<file path="config.mk">
export PLATFORM = sky130hd
export DESIGN_NAME = keypad_entry_ctrl_flat
export DESIGN_NICKNAME = d
export VERILOG_FILES = /design/src/rtl/keypad_entry_ctrl_if.sv /design/src/rtl/keypad_entry_ctrl.sv /design/src/flat_wrapper.sv
export SDC_FILE = /design/constraint.sdc
export NUM_CORES = 1
export LEC_CHECK = 0
export ABC_AREA = 1
export CAP_MARGIN = 20
export CORE_MARGIN = 10
export CORE_UTILIZATION = 28
export CTS_BUF_LIST = sky130_fd_sc_hd__clkbuf_8
export CTS_CLUSTER_SIZE = 40
export DETAILED_ROUTE_END_ITERATION = 8
export PLACE_DENSITY_LB_ADDON = 0.12
export REMOVE_ABC_BUFFERS = 1
export SLEW_MARGIN = 30
export SYNTH_ARGS = -nofsm -noshare
export SYNTH_HDL_FRONTEND = slang
export SYNTH_SLANG_ARGS = --single-unit
</file>
<file path="constraint.sdc">
create_clock -name clk -period 2.7 [get_ports clk]
set_input_delay 0.27 -clock clk [delete_from_list [all_inputs] [get_ports clk]]
set_output_delay 0.27 -clock clk [all_outputs]
set_load 0.01 [all_outputs]
</file>
<file path="src/rtl/keypad_entry_ctrl_if.sv">
// Entry handshake bundle: the controller presents a BCD entry and its length,
// and downstream logic takes it with valid/ready.
interface keypad_entry_ctrl_if #(
    parameter int DIGITS = 4,
    parameter int LEN_W  = 3
) ();
    logic [4*DIGITS-1:0] entry_data;
    logic [LEN_W-1:0]    entry_len;
    logic                entry_valid;
    logic                entry_ready;

    modport master (output entry_data, entry_len, entry_valid, input entry_ready);
    modport slave  (input entry_data, entry_len, entry_valid, output entry_ready);
endinterface

</file>
<file path="src/rtl/keypad_entry_ctrl.sv">
// Turns per-key press pulses from a 4x4 scanner into complete numeric entries.
// The entry FSM has an inactivity timeout, and each finished entry is held until downstream accepts it.
module keypad_entry_ctrl #(
    parameter int DIGITS      = 4,
    parameter int LEN_W       = 3,
    parameter int TIMEOUT_CYC = 12000000,
    parameter int TO_W        = 24
) (
    input  logic                 clk,
    input  logic                 rst,
    input  logic [15:0]          key_pulse,
    keypad_entry_ctrl_if.master  ent,
    output logic                 busy,
    output logic                 err_pulse,
    output logic                 timeout_pulse
);
    localparam int DW = 4 * DIGITS;

    typedef enum logic [1:0] {IDLE, ENTRY, HOLD} state_t;

    typedef struct packed {
        logic       vld;
        logic [3:0] idx;
    } key_t;

    state_t          state_q, state_n;
    logic [DW-1:0]   data_q, data_n, data_shl, data_shr;
    logic [LEN_W-1:0] len_q, len_n;
    logic [TO_W-1:0] cnt_q, cnt_n;
    logic            valid_q, valid_n, err_n, to_n;
    key_t            key;
    logic            key_any, is_dig, is_bs, is_ent, is_clr;

    // Scan from the top so the lowest set bit is the last one written and wins.
    always_comb begin
        key = '0;
        for (int i = 15; i >= 0; i--) begin
            if (key_pulse[i]) begin
                key.vld = 1'b1;
                key.idx = 4'(i);
            end
        end
    end

    assign key_any = key.vld && (key.idx <= 4'd12);
    assign is_dig  = key.vld && (key.idx <= 4'd9);
    assign is_bs   = key.vld && (key.idx == 4'd10);
    assign is_ent  = key.vld && (key.idx == 4'd11);
    assign is_clr  = key.vld && (key.idx == 4'd12);

    // The concatenation is wider than DW. The cast keeps the low DW bits, so the
    // oldest digit falls off the top. This also holds when DIGITS is 1.
    assign data_shl = DW'({data_q, key.idx});
    assign data_shr = data_q >> 4;

    always_comb begin
        state_n = state_q;
        data_n  = data_q;
        len_n   = len_q;
        cnt_n   = cnt_q;
        valid_n = valid_q;
        err_n   = 1'b0;
        to_n    = 1'b0;
        case (state_q)
            IDLE: begin
                cnt_n = '0;
                if (is_dig) begin
                    data_n  = data_shl;
                    len_n   = LEN_W'(1);
                    state_n = ENTRY;
                end else if (is_ent) begin
                    err_n = 1'b1;
                end
            end
            ENTRY: begin
                if (key_any) begin
                    cnt_n = '0;
                    if (is_dig) begin
                        if (len_q == LEN_W'(DIGITS)) begin
                            err_n = 1'b1;
                        end else begin
                            data_n = data_shl;
                            len_n  = len_q + LEN_W'(1);
                        end
                    end else if (is_bs) begin
                        data_n = data_shr;
                        len_n  = len_q - LEN_W'(1);
                        if (len_q == LEN_W'(1)) state_n = IDLE;
                    end else if (is_clr) begin
                        data_n  = '0;
                        len_n   = '0;
                        state_n = IDLE;
                    end else begin
                        valid_n = 1'b1;
                        state_n = HOLD;
                    end
                end else if (cnt_q == TO_W'(TIMEOUT_CYC - 1)) begin
                    data_n  = '0;
                    len_n   = '0;
                    cnt_n   = '0;
                    to_n    = 1'b1;
                    state_n = IDLE;
                end else begin
                    cnt_n = cnt_q + TO_W'(1);
                end
            end
            HOLD: begin
                // Acceptance wins over any key arriving in the same cycle; that key is dropped.
                if (valid_q && ent.entry_ready) begin
                    valid_n = 1'b0;
                    data_n  = '0;
                    len_n   = '0;
                    state_n = IDLE;
                end else if (key_any) begin
                    err_n = 1'b1;
                end
            end
            default: begin
                state_n = IDLE;
                data_n  = '0;
                len_n   = '0;
                cnt_n   = '0;
                valid_n = 1'b0;
            end
        endcase
    end

    always_ff @(posedge clk) begin
        if (rst) begin
            state_q       <= IDLE;
            data_q        <= '0;
            len_q         <= '0;
            cnt_q         <= '0;
            valid_q       <= 1'b0;
            busy          <= 1'b0;
            err_pulse     <= 1'b0;
            timeout_pulse <= 1'b0;
        end else begin
            state_q       <= state_n;
            data_q        <= data_n;
            len_q         <= len_n;
            cnt_q         <= cnt_n;
            valid_q       <= valid_n;
            busy          <= (state_n != IDLE);
            err_pulse     <= err_n;
            timeout_pulse <= to_n;
        end
    end

    assign ent.entry_data  = data_q;
    assign ent.entry_len   = len_q;
    assign ent.entry_valid = valid_q;
endmodule

</file>
<file path="src/flat_wrapper.sv">
// flat-port wrapper written by rule: the top's interface ports become plain ports
module keypad_entry_ctrl_flat 
#(
    parameter int DIGITS      = 4,
    parameter int LEN_W       = 3,
    parameter int TIMEOUT_CYC = 12000000,
    parameter int TO_W        = 24
)
  (clk, rst, key_pulse, busy, err_pulse, timeout_pulse, ent_entry_data, ent_entry_len, ent_entry_valid, ent_entry_ready);
  keypad_entry_ctrl_if #(.DIGITS(DIGITS), .LEN_W(LEN_W)) ent_i ();
  input  logic clk;
  input  logic rst;
  input  logic [15:0] key_pulse;
  output logic busy;
  output logic err_pulse;
  output logic timeout_pulse;
  output wire logic [$bits(ent_i.entry_data)-1:0] ent_entry_data;
  output wire logic [$bits(ent_i.entry_len)-1:0] ent_entry_len;
  output wire logic [$bits(ent_i.entry_valid)-1:0] ent_entry_valid;
  input wire logic [$bits(ent_i.entry_ready)-1:0] ent_entry_ready;
  assign ent_entry_data = ent_i.entry_data;
  assign ent_entry_len = ent_i.entry_len;
  assign ent_entry_valid = ent_i.entry_valid;
  assign ent_i.entry_ready = ent_entry_ready;
  keypad_entry_ctrl #(.DIGITS(DIGITS), .LEN_W(LEN_W), .TIMEOUT_CYC(TIMEOUT_CYC), .TO_W(TO_W)) u_core (.clk(clk), .rst(rst), .key_pulse(key_pulse), .ent(ent_i), .busy(busy), .err_pulse(err_pulse), .timeout_pulse(timeout_pulse));
endmodule
</file>
==> flow_metrics.tcl, run 1 <==
set metrics [dict create \
    status "complete, no violations" \
    grt_first_pass_wirelength_um 14900 \
    core_um2 10800 \
    seq_area_frac_synth_pct 31.7 \
    avgViaCountPerCell 4.49 \
    cts_resized 0 \
    final-hold-violation-count 0 \
    fin_tns_setup_ns 0 \
    gp_congestion 0.856 \
    slew_headroom_pct 43.3 \
    wl_per_cell_um 12.5 \
    final_util_pct 36.4 \
    hold_buffers 0 \
    report.final.slew_viol_count 0 \
    whs_path_depth 2 \
    area_growth_pct 27.7 \
    async_flop_share_pct 0 \
    power.leakage_nw 1.69 \
    hpwl_um 6560 \
    via_count 3104 \
    clkSinkCount 49 \
    endpoint_kind "flip-flop" \
    fmax_ghz 0.432 \
    fin_nets 574 \
    fin_crit_ns 2.32 \
    worst_slew_pin_slew_ns 0.847 \
    start_util_pct 28.5 \
    p_sw_mw 0.382 \
    reg2reg_depth 12 \
    synth-seq-cells 49 \
    yosysWarnings 0 \
    internal_power_mw 1.10 \
    antenna_found_initial 0 \
    rrSetupSlack_ns 0.46 \
    synth_area_leaders "dfxtp_1 32%, nand2_1 17%, nor2_1 9.1%, inv_1 7.3%, nand3_1 6.6%" \
    crit_arrival_ns 2.55 \
    grt_usage_pct 11.0 \
    cts_max_level 2 \
    grt_max_degree 25 \
    cts_max_path_buffers 2 \
    die_w_um 125 \
    antenna_cells 0 \
    drc 0 \
    setup_viol 0 \
    worstSetupPathType "input port to flip-flop" \
    portBuffers 41 \
    ioPinCount 42 \
    rows 38 \
    maxCapViolCount 0 \
    start_kind "input port" \
    powerDensity_nw_per_um2 374 \
    rsz0062_at_grt "false" \
    netSwitchingFraction_pct 25.8 \
    cp.required_ns 2.93 \
    insertion_delay_ns 0.30 \
    post_cts_buffers 0 \
    synth_ff_type "dfxtp_1" \
    yosys.area.top_type "dfxtp_1" \
    grt_overflow_total 0 \
    synth.top_cell.area_share_pct 31.7 \
    die-area_um2 15600 \
    final_cell_mix "136 x nand2_1, 75 x nor2_1, 60 x inv_1" \
    ant_nets 0 \
    grt_pass1_vias 3093 \
    final_common_cell "nand2_1" \
    finalCritPeriodShare_pct 85.8 \
    synth_edf_count 0 \
    syn-mean-instance-area_um2 6.31 \
    hold_path_class "flip-flop to flip-flop" \
    root_buffer "clkbuf_8" \
    p_clk_share_pct 37.5 \
    cts_buffers 5 \
    crit_path_max_fanout 11 \
    drtPass1Iterations 4 \
    drive_gt1_share_pct 12.9 \
    wirelength_um 8660 \
    yosysUniqueCellTypes 37 \
    netlist_instances 490 \
    tritoncts "done" \
    syn-cell-area_um2 3090 \
    ir_drop_mv 0.199 \
    clkSlewWorstSetupHoldPaths_ns 0.10 \
    detail_route.iter0.violations 156 \
    finalClockSkew_ns 0.00986 \
    pwr-share-seq_pct 50.3 \
    die_y_um 125 \
    combPwrFrac_pct 12.2 \
]
[critical path: stages]
cell             delay (ns)
clkdlybuf4s50_1        0.42
or2_4                  0.27
nand3_1                0.07
nand3_1                0.07
nand3_1                0.07
nand2_1                0.05
nand2_1                0.05
nand2_1                0.05
nand2_2                0.08
inv_1                  0.09
nor2_2                 0.12
nand2_2                0.11
a21oi_4                0.17
nand3_2                0.18
buf_12                 0.20
nand3_1                0.06
nand2_1                0.05
nor2_1                 0.14
[registers in the layout (all words and copies together) (netlist names)]
| register | flops |
|---|---|
| u_core.ent.entry_len | 3 |
| u_core.err_pulse | 1 |
| u_core.cnt_q | 24 |
| u_core.state_q | 2 |
| u_core.ent.entry_data | 16 |
| u_core.busy | 1 |
| u_core.timeout_pulse | 1 |
| u_core.ent.entry_valid | 1 |
[stage by stage]
stage               setup slack (ns)  cells  instance area, um2  hold WS [ns]  power [mW]
floorplan                      0.313    474                3000         0.339       0.850
global placement              0.0548    683                3840         0.471       0.941
detailed placement            0.0696    683                3840         0.490       0.941
CTS                            0.388    691                3950         0.505        1.51
global route                  0.0602    691                3950         0.522        1.55
finish                         0.383    691                3950         0.502        1.48
[cell usage after synthesis (all sizes together) (3+ instances only)]
cell type and n:
nor2 78, xor2 7, clkbuf 5, o21ai 11
or2 3, nor3 18, ha 5, nand3 43
xnor2 5, a21oi 29, dfxtp 49, buf 11
nand2 142, nor4 3, nand4 7, inv 65
[worst paths after layout]
kind / startpoint / endpoint
max: key_pulse[14] / u_core.ent.entry_len[2]
min reg2reg: u_core.ent.entry_valid / u_core.ent.entry_valid
min: u_core.ent.entry_valid / u_core.ent.entry_valid
max reg2reg: u_core.cnt_q[0] / u_core.cnt_q[16]
[logic make-up after synthesis]
kind of cell / count (synthesis) / share of synthesized area (%)
AO/OA/AOI/OAI: 46 / 9.67
buffers and inverters: 81 / 10.8
XOR/XNOR: 12 / 3.40
flip-flops: 49 / 31.7
adder cells (fa/ha/maj): 5 / 2.02
AND/OR/NAND/NOR: 297 / 42.4
[per-layer routing]
layer	part of all wire (%)	track usage [%]	vias up
li1	-	-	1659
met4	0.70	2.24	0
met1	51	14.0	1391
met2	44	18.6	50
met3	4.2	2.49	4
met5	0	0	-
[cell type report]
type                            instances  area (um2)
Fill cell                            1217        6890
Multi-Input combinational cell        360        1780
Sequential cell                        49         981
Timing Repair Buffer                   69         658
Inverter                               65         244
Tap cell                              140         175
Clock buffer                            5        68.8
Clock inverter                          3        43.8
[power by group through the flow]
stage	logic, mW	clock network [mW]	registers, mW
floorplan	0.0864	0	0.764
global route	0.204	0.599	0.746
CTS	0.181	0.581	0.744
detailed placement	0.180	0	0.761
finish	0.180	0.554	0.744
global placement	0.180	0	0.761
(Power assumes the default switching activity.)
==> inputs of run 2 (changes only) <==
- CAP_MARGIN: 20 -> 0
- RECOVER_POWER: default -> 25
==> run 2 against run 1 <==
Clock power barely moved. Worst hold slack got worse by 0.0026 ns. Maximum frequency fell by 0.15%. Clock skew barely moved. First-iteration DRC count fell by 8.3%. Sequential cell count did not move. Routed wire length barely moved. Count of clock-buffer cells in the layout did not move. Critical path type unchanged. Critical endpoint unchanged.
==> flow_metrics.tcl, run 2 (same netlist as run 1, synthesis figures left out) <==
set metrics [dict create \
    status "complete, no violations" \
    portBuffers 41 \
    grt_first_pass_wirelength_um 14900 \
    ir_drop_mv 0.199 \
    detail_route.iter0.violations 143 \
    powerDensity_nw_per_um2 374 \
    rsz0062_at_grt "false" \
    fin_nets 574 \
    avgViaCountPerCell 4.49 \
    ioPinCount 42 \
    grt_pass1_vias 3093 \
    grt_overflow_total 0 \
    drc 0 \
    largest_reg_flops 24 \
    core_um2 10800 \
    fmax_ghz 0.431 \
    cts_max_level 2 \
    die_w_um 125 \
    crit_path_max_fanout 11 \
    critPathMaxStageDelay_ns 0.42 \
    worstSetupPathType "input port to flip-flop" \
    wirelength_um 8660 \
    crit_family "simple AND/OR/NAND/NOR gates" \
    power.leakage_nw 1.74 \
    via_count 3105 \
    antenna_found_initial 0 \
    grt_max_degree 25 \
    cp.required_ns 2.93 \
    crit_path_cell_trace "clkdlybuf4s50_1 -> or2_4 -> nand3_1 -> nand3_1 -> nand3_1 -> nand2_1 -> nand2_1 -> nand2_1 -> nand2_2 -> inv_1 -> nor2_2 -> nand2_2 -> a21oi_4 -> nand3_2 -> buf_12 -> nand3_1 -> nand2_1 -> nor2_1" \
    final_cell_mix "136 x nand2_1, 75 x nor2_1, 60 x inv_1" \
    clkSlewWorstSetupHoldPaths_ns 0.10 \
    start_util_pct 28.5 \
    maxCapViolCount 0 \
    hpwl_um 6560 \
    regMostFlops "u_core.cnt_q" \
    worst_slew_pin_slew_ns 0.849 \
    cts_buffers 5 \
    crit_arrival_ns 2.56 \
    fin_cells 691 \
    start_kind "input port" \
    die-area_um2 15600 \
    tritoncts "done" \
    insertion_delay_ns 0.30 \
    setup_viol 0 \
    clkSinkCount 49 \
    wl_per_cell_um 12.5 \
    finalCritPeriodShare_pct 86.0 \
    nFillCells 1217 \
    antenna_cells 0 \
    worst_path_max_delay_cell "clkdlybuf4s50_1" \
    slew_headroom_pct 43.2 \
    finalClockSkew_ns 0.00994 \
    ant_nets 0 \
    fin_crit_ns 2.32 \
    seq_area_um2 981 \
    fin_tns_setup_ns 0 \
    post_cts_buffers 0 \
    final_common_cell "nand2_1" \
    cts_max_path_buffers 2 \
    final-hold-violation-count 0 \
    rows 38 \
    hold_buffers 0 \
    worst-path-buf-inv 3 \
    multiInputGateArea_um2 1780 \
    die_y_um 125 \
    gp_congestion 0.856 \
    hold_path_class "flip-flop to flip-flop" \
    root_buffer "clkbuf_8" \
    area_growth_pct 27.7 \
    report.final.slew_viol_count 0 \
    endpoint_kind "flip-flop" \
    drive_gt1_share_pct 12.9 \
    drtPass1Iterations 4 \
    cts_resized 0 \
    grt_usage_pct 11.0 \
    dp.cells 683 \
]
==> run 2: cell count changes in the layout (fill, tap and decap cells not counted), sizes merged <==
| cell | delta |
|---|---|
| dlygate4sd3 | +18 |
| clkdlybuf4s50 | -18 |
==> run 2: area by class of cell <==
| type | instances | share of cell area (%) |
|---|---|---|
| Sequential cell | 49 | 24.8 |
| Clock buffer | 5 | 1.74 |
| Clock inverter | 3 | 1.11 |
| Inverter | 65 | 6.18 |
| Tap cell | 140 | 4.44 |
| Multi-Input combinational cell | 360 | 45.0 |
| Timing Repair Buffer | 69 | 16.7 |
==> run 2: path summary, 6_finish.rpt <==
kind | cells past startpoint | slack (ns) | end | from
max reg2reg | 12 | 0.47 | u_core.cnt_q[16] | u_core.cnt_q[0]
min | 2 | 0.50 | u_core.ent.entry_valid | u_core.ent.entry_valid
min reg2reg | 2 | 0.50 | u_core.ent.entry_valid | u_core.ent.entry_valid
max | 18 | 0.38 | u_core.ent.entry_len[2] | key_pulse[14]
==> run 2: power breakdown <==
part	switching, mW	internal (mW)	total (mW)
clock network	0.276	0.279	0.554
registers	0.0109	0.733	0.744
logic	0.0945	0.0828	0.177
total	0.381	1.09	1.48
==> run 2: per-layer routing <==
layer	routed length, um	global-route usage (%)	vias to the layer above
met1	4390	14.0	1390
met5	0	0	-
met2	3850	18.6	53
met3	359	2.49	4
met4	61	2.24	0
li1	-	-	1658
==> run 2: worst register-to-register path, delay by kind of cell, from the launching register on <==
kind	cells	cell delay, ns
AO/OA/AOI/OAI	1	0.12
flip-flops	1	0.38
AND/OR/NAND/NOR	8	1.31
adder cells (fa/ha/maj)	1	0.18
buffers and inverters	2	0.16
==> run 2: per-stage QoR <==
| step | power, mW | setup WS (ns) | util [%] | hold WS, ns | instance area (um2) |
|---|---|---|---|---|---|
| 2_1_floorplan | 0.850 | 0.313 | - | 0.339 | 3000 |
| 3_3_place_gp | 0.941 | 0.0548 | 35.4 | 0.471 | 3840 |
| 3_5_place_dp | 0.941 | 0.0696 | 35.4 | 0.490 | 3840 |
| 4_1_cts | 1.51 | 0.388 | 36.4 | 0.505 | 3950 |
| 5_1_grt | 1.55 | 0.0602 | 36.4 | 0.522 | 3950 |
| 6_report | 1.48 | 0.379 | 36.4 | 0.499 | 3950 |
==> inputs of run 3 (changes only) <==
- CORE_MARGIN: 10 -> default
- REMOVE_ABC_BUFFERS: 1 -> default
==> run 3 against run 2 <==
Combinational power decreased by 6%. Global-route usage up 4.1 points. Sequential cell count did not move. Non-clock buffer count decreased by 7. Clock power down 6.7%. Die area is 27% lower. Sequential power is essentially flat. Core utilization shrank 0.40 points. Clock skew down 0.0042 ns. Final area is 1.5% lower. Total power decreased by 3.0%. Critical endpoint is now u_core.cnt_q[22].
==> flow_metrics.tcl, run 3 (same netlist as run 1, synthesis figures left out) <==
set metrics [dict create \
    crit_family "simple AND/OR/NAND/NOR gates" \
    worst-path-buf-inv 2 \
    cts_max_level 2 \
    drc 0 \
    insertion_delay_ns 0.31 \
    cts_buffers 5 \
    fmax_ghz 0.440 \
    syn_nets 514 \
    grt_pass1_vias 2884 \
    tritoncts "done" \
    worst_slew_pin_slew_ns 0.884 \
    crit_cells 13 \
    die-area_um2 11500 \
    maxCapViolCount 0 \
    gr-usage-met1_pct 20.5 \
    use_met2_pct 24.2 \
    fin_crit_ns 2.27 \
    ant_nets 0 \
    final_util_pct 36.0 \
    detail_route.iter0.violations 119 \
    grt_max_degree 21 \
    die_w_um 107 \
    status "complete, no violations" \
    crit_path_cell_trace "ha_1 -> nand2_1 -> nor3_1 -> inv_1 -> nor3_1 -> inv_1 -> nor3_1 -> nand2_1 -> nor2_1 -> nand2_1 -> nor2_1 -> xor2_1 -> nor2_1" \
    finalClockSkew_ns 0.00575 \
    antenna_found_initial 0 \
    combPwrFrac_pct 11.7 \
    area_growth_pct 25.8 \
    grt_overflow_total 0 \
    endpoint_kind "flip-flop" \
    report.final.slew_viol_count 0 \
    core_um2 10800 \
    cts_max_path_buffers 2 \
    final_common_cell "nand2_1" \
    die_y_um 107 \
    crit_path_max_fanout 4 \
    internal_power_mw 1.05 \
    drive_gt1_share_pct 11.8 \
    seq_area_um2 981 \
    critPathMaxStageDelay_ns 0.39 \
    top_usage_layer "met2" \
    p_clk_share_pct 36.2 \
    root_buffer "clkbuf_8" \
    reg2reg_depth 13 \
    largest_reg_flops 24 \
    worst_path_max_delay_cell "dfxtp_1" \
    whs_path_depth 2 \
    clkSlewWorstSetupHoldPaths_ns 0.10 \
    hold_buffers 0 \
    fin_tns_setup_ns 0 \
    wirelength_um 8210 \
    avgViaCountPerCell 4.54 \
    rows 38 \
    wl_per_cell_um 12.0 \
    final-hold-violation-count 0 \
    multiInputGateArea_um2 1780 \
    ioPinCount 42 \
    final_cell_mix "136 x nand2_1, 75 x nor2_1, 60 x inv_1" \
    netSwitchingFraction_pct 26.7 \
    crit_arrival_ns 2.49 \
    p_sw_mw 0.382 \
    clkSinkCount 49 \
    portBuffers 41 \
    via_count 3107 \
    hpwl_um 6180 \
    use_met3_pct 2.98 \
    start_util_pct 28.6 \
    pwr-share-seq_pct 52.2 \
    ir_drop_mv 0.173 \
    grt_usage_pct 15.1 \
    nFillCells 1200 \
    drtPass1Iterations 5 \
    rsz0062_at_grt "false" \
    fin_nets 567 \
    slew_headroom_pct 40.8 \
    regMostFlops "u_core.cnt_q" \
    setup_viol 0 \
    antenna_cells 0 \
    grt_first_pass_wirelength_um 13800 \
    powerDensity_nw_per_um2 368 \
    worstSetupPathType "flip-flop to flip-flop" \
    gp_congestion 0.820 \
    hold_path_class "flip-flop to flip-flop" \
    cp.required_ns 2.92 \
    post_cts_buffers 0 \
    start_kind "flip-flop" \
    finalCritPeriodShare_pct 84.3 \
    power.leakage_nw 1.70 \
    cts_resized 0 \
]
[run 3: stage by stage]
stage | hold slack, ns | cells | total power [mW] | area [um2] | worst slack (ns)
after floorplan | 0.339 | 490 | 0.853 | 3090 | 0.651
after global placement | 0.460 | 676 | 0.936 | 3780 | 0.0898
after detailed placement | 0.465 | 676 | 0.935 | 3780 | 0.0946
after CTS | 0.480 | 684 | 1.46 | 3890 | 0.418
after global routing | 0.504 | 684 | 1.50 | 3890 | 0.153
final | 0.483 | 684 | 1.43 | 3890 | 0.425
[run 3: path summary, 6_finish.rpt]
check	from	end	slack, ns
setup / recovery	u_core.cnt_q[0]	u_core.cnt_q[22]	0.43
hold / removal	u_core.ent.entry_valid	u_core.ent.entry_valid	0.48
setup reg to reg	u_core.cnt_q[0]	u_core.cnt_q[22]	0.43
hold reg to reg	u_core.ent.entry_valid	u_core.ent.entry_valid	0.48
[run 3: power by group through the flow]
stage | registers (mW) | clock network (mW) | logic, mW
after global routing | 0.749 | 0.559 | 0.189
final | 0.746 | 0.517 | 0.167
after global placement | 0.764 | 0 | 0.171
after floorplan | 0.764 | 0 | 0.0893
after CTS | 0.747 | 0.545 | 0.172
after detailed placement | 0.764 | 0 | 0.171
[run 3: area by class of cell]
cell class | count | area share, %
Clock inverter | 1 | 0.225
Tap cell | 140 | 4.50
Timing Repair Buffer | 62 | 15.6
Multi-Input combinational cell | 360 | 45.7
Inverter | 65 | 6.27
Sequential cell | 49 | 25.2
Clock buffer | 7 | 2.48
[run 3: metal layers]
metal	wire length, um	vias up
met5	0	-
met1	4030	1396
met3	444	8
met4	95	0
met2	3650	58
li1	-	1645
[run 3: worst reg2reg max path, cell delays in order, from the launching register on]
cell	delay, ns
dfxtp_1	0.39
ha_1	0.18
nand2_1	0.07
nor3_1	0.18
inv_1	0.10
nor3_1	0.14
inv_1	0.07
nor3_1	0.28
nand2_1	0.09
nor2_1	0.19
nand2_1	0.12
nor2_1	0.14
xor2_1	0.16
nor2_1	0.07
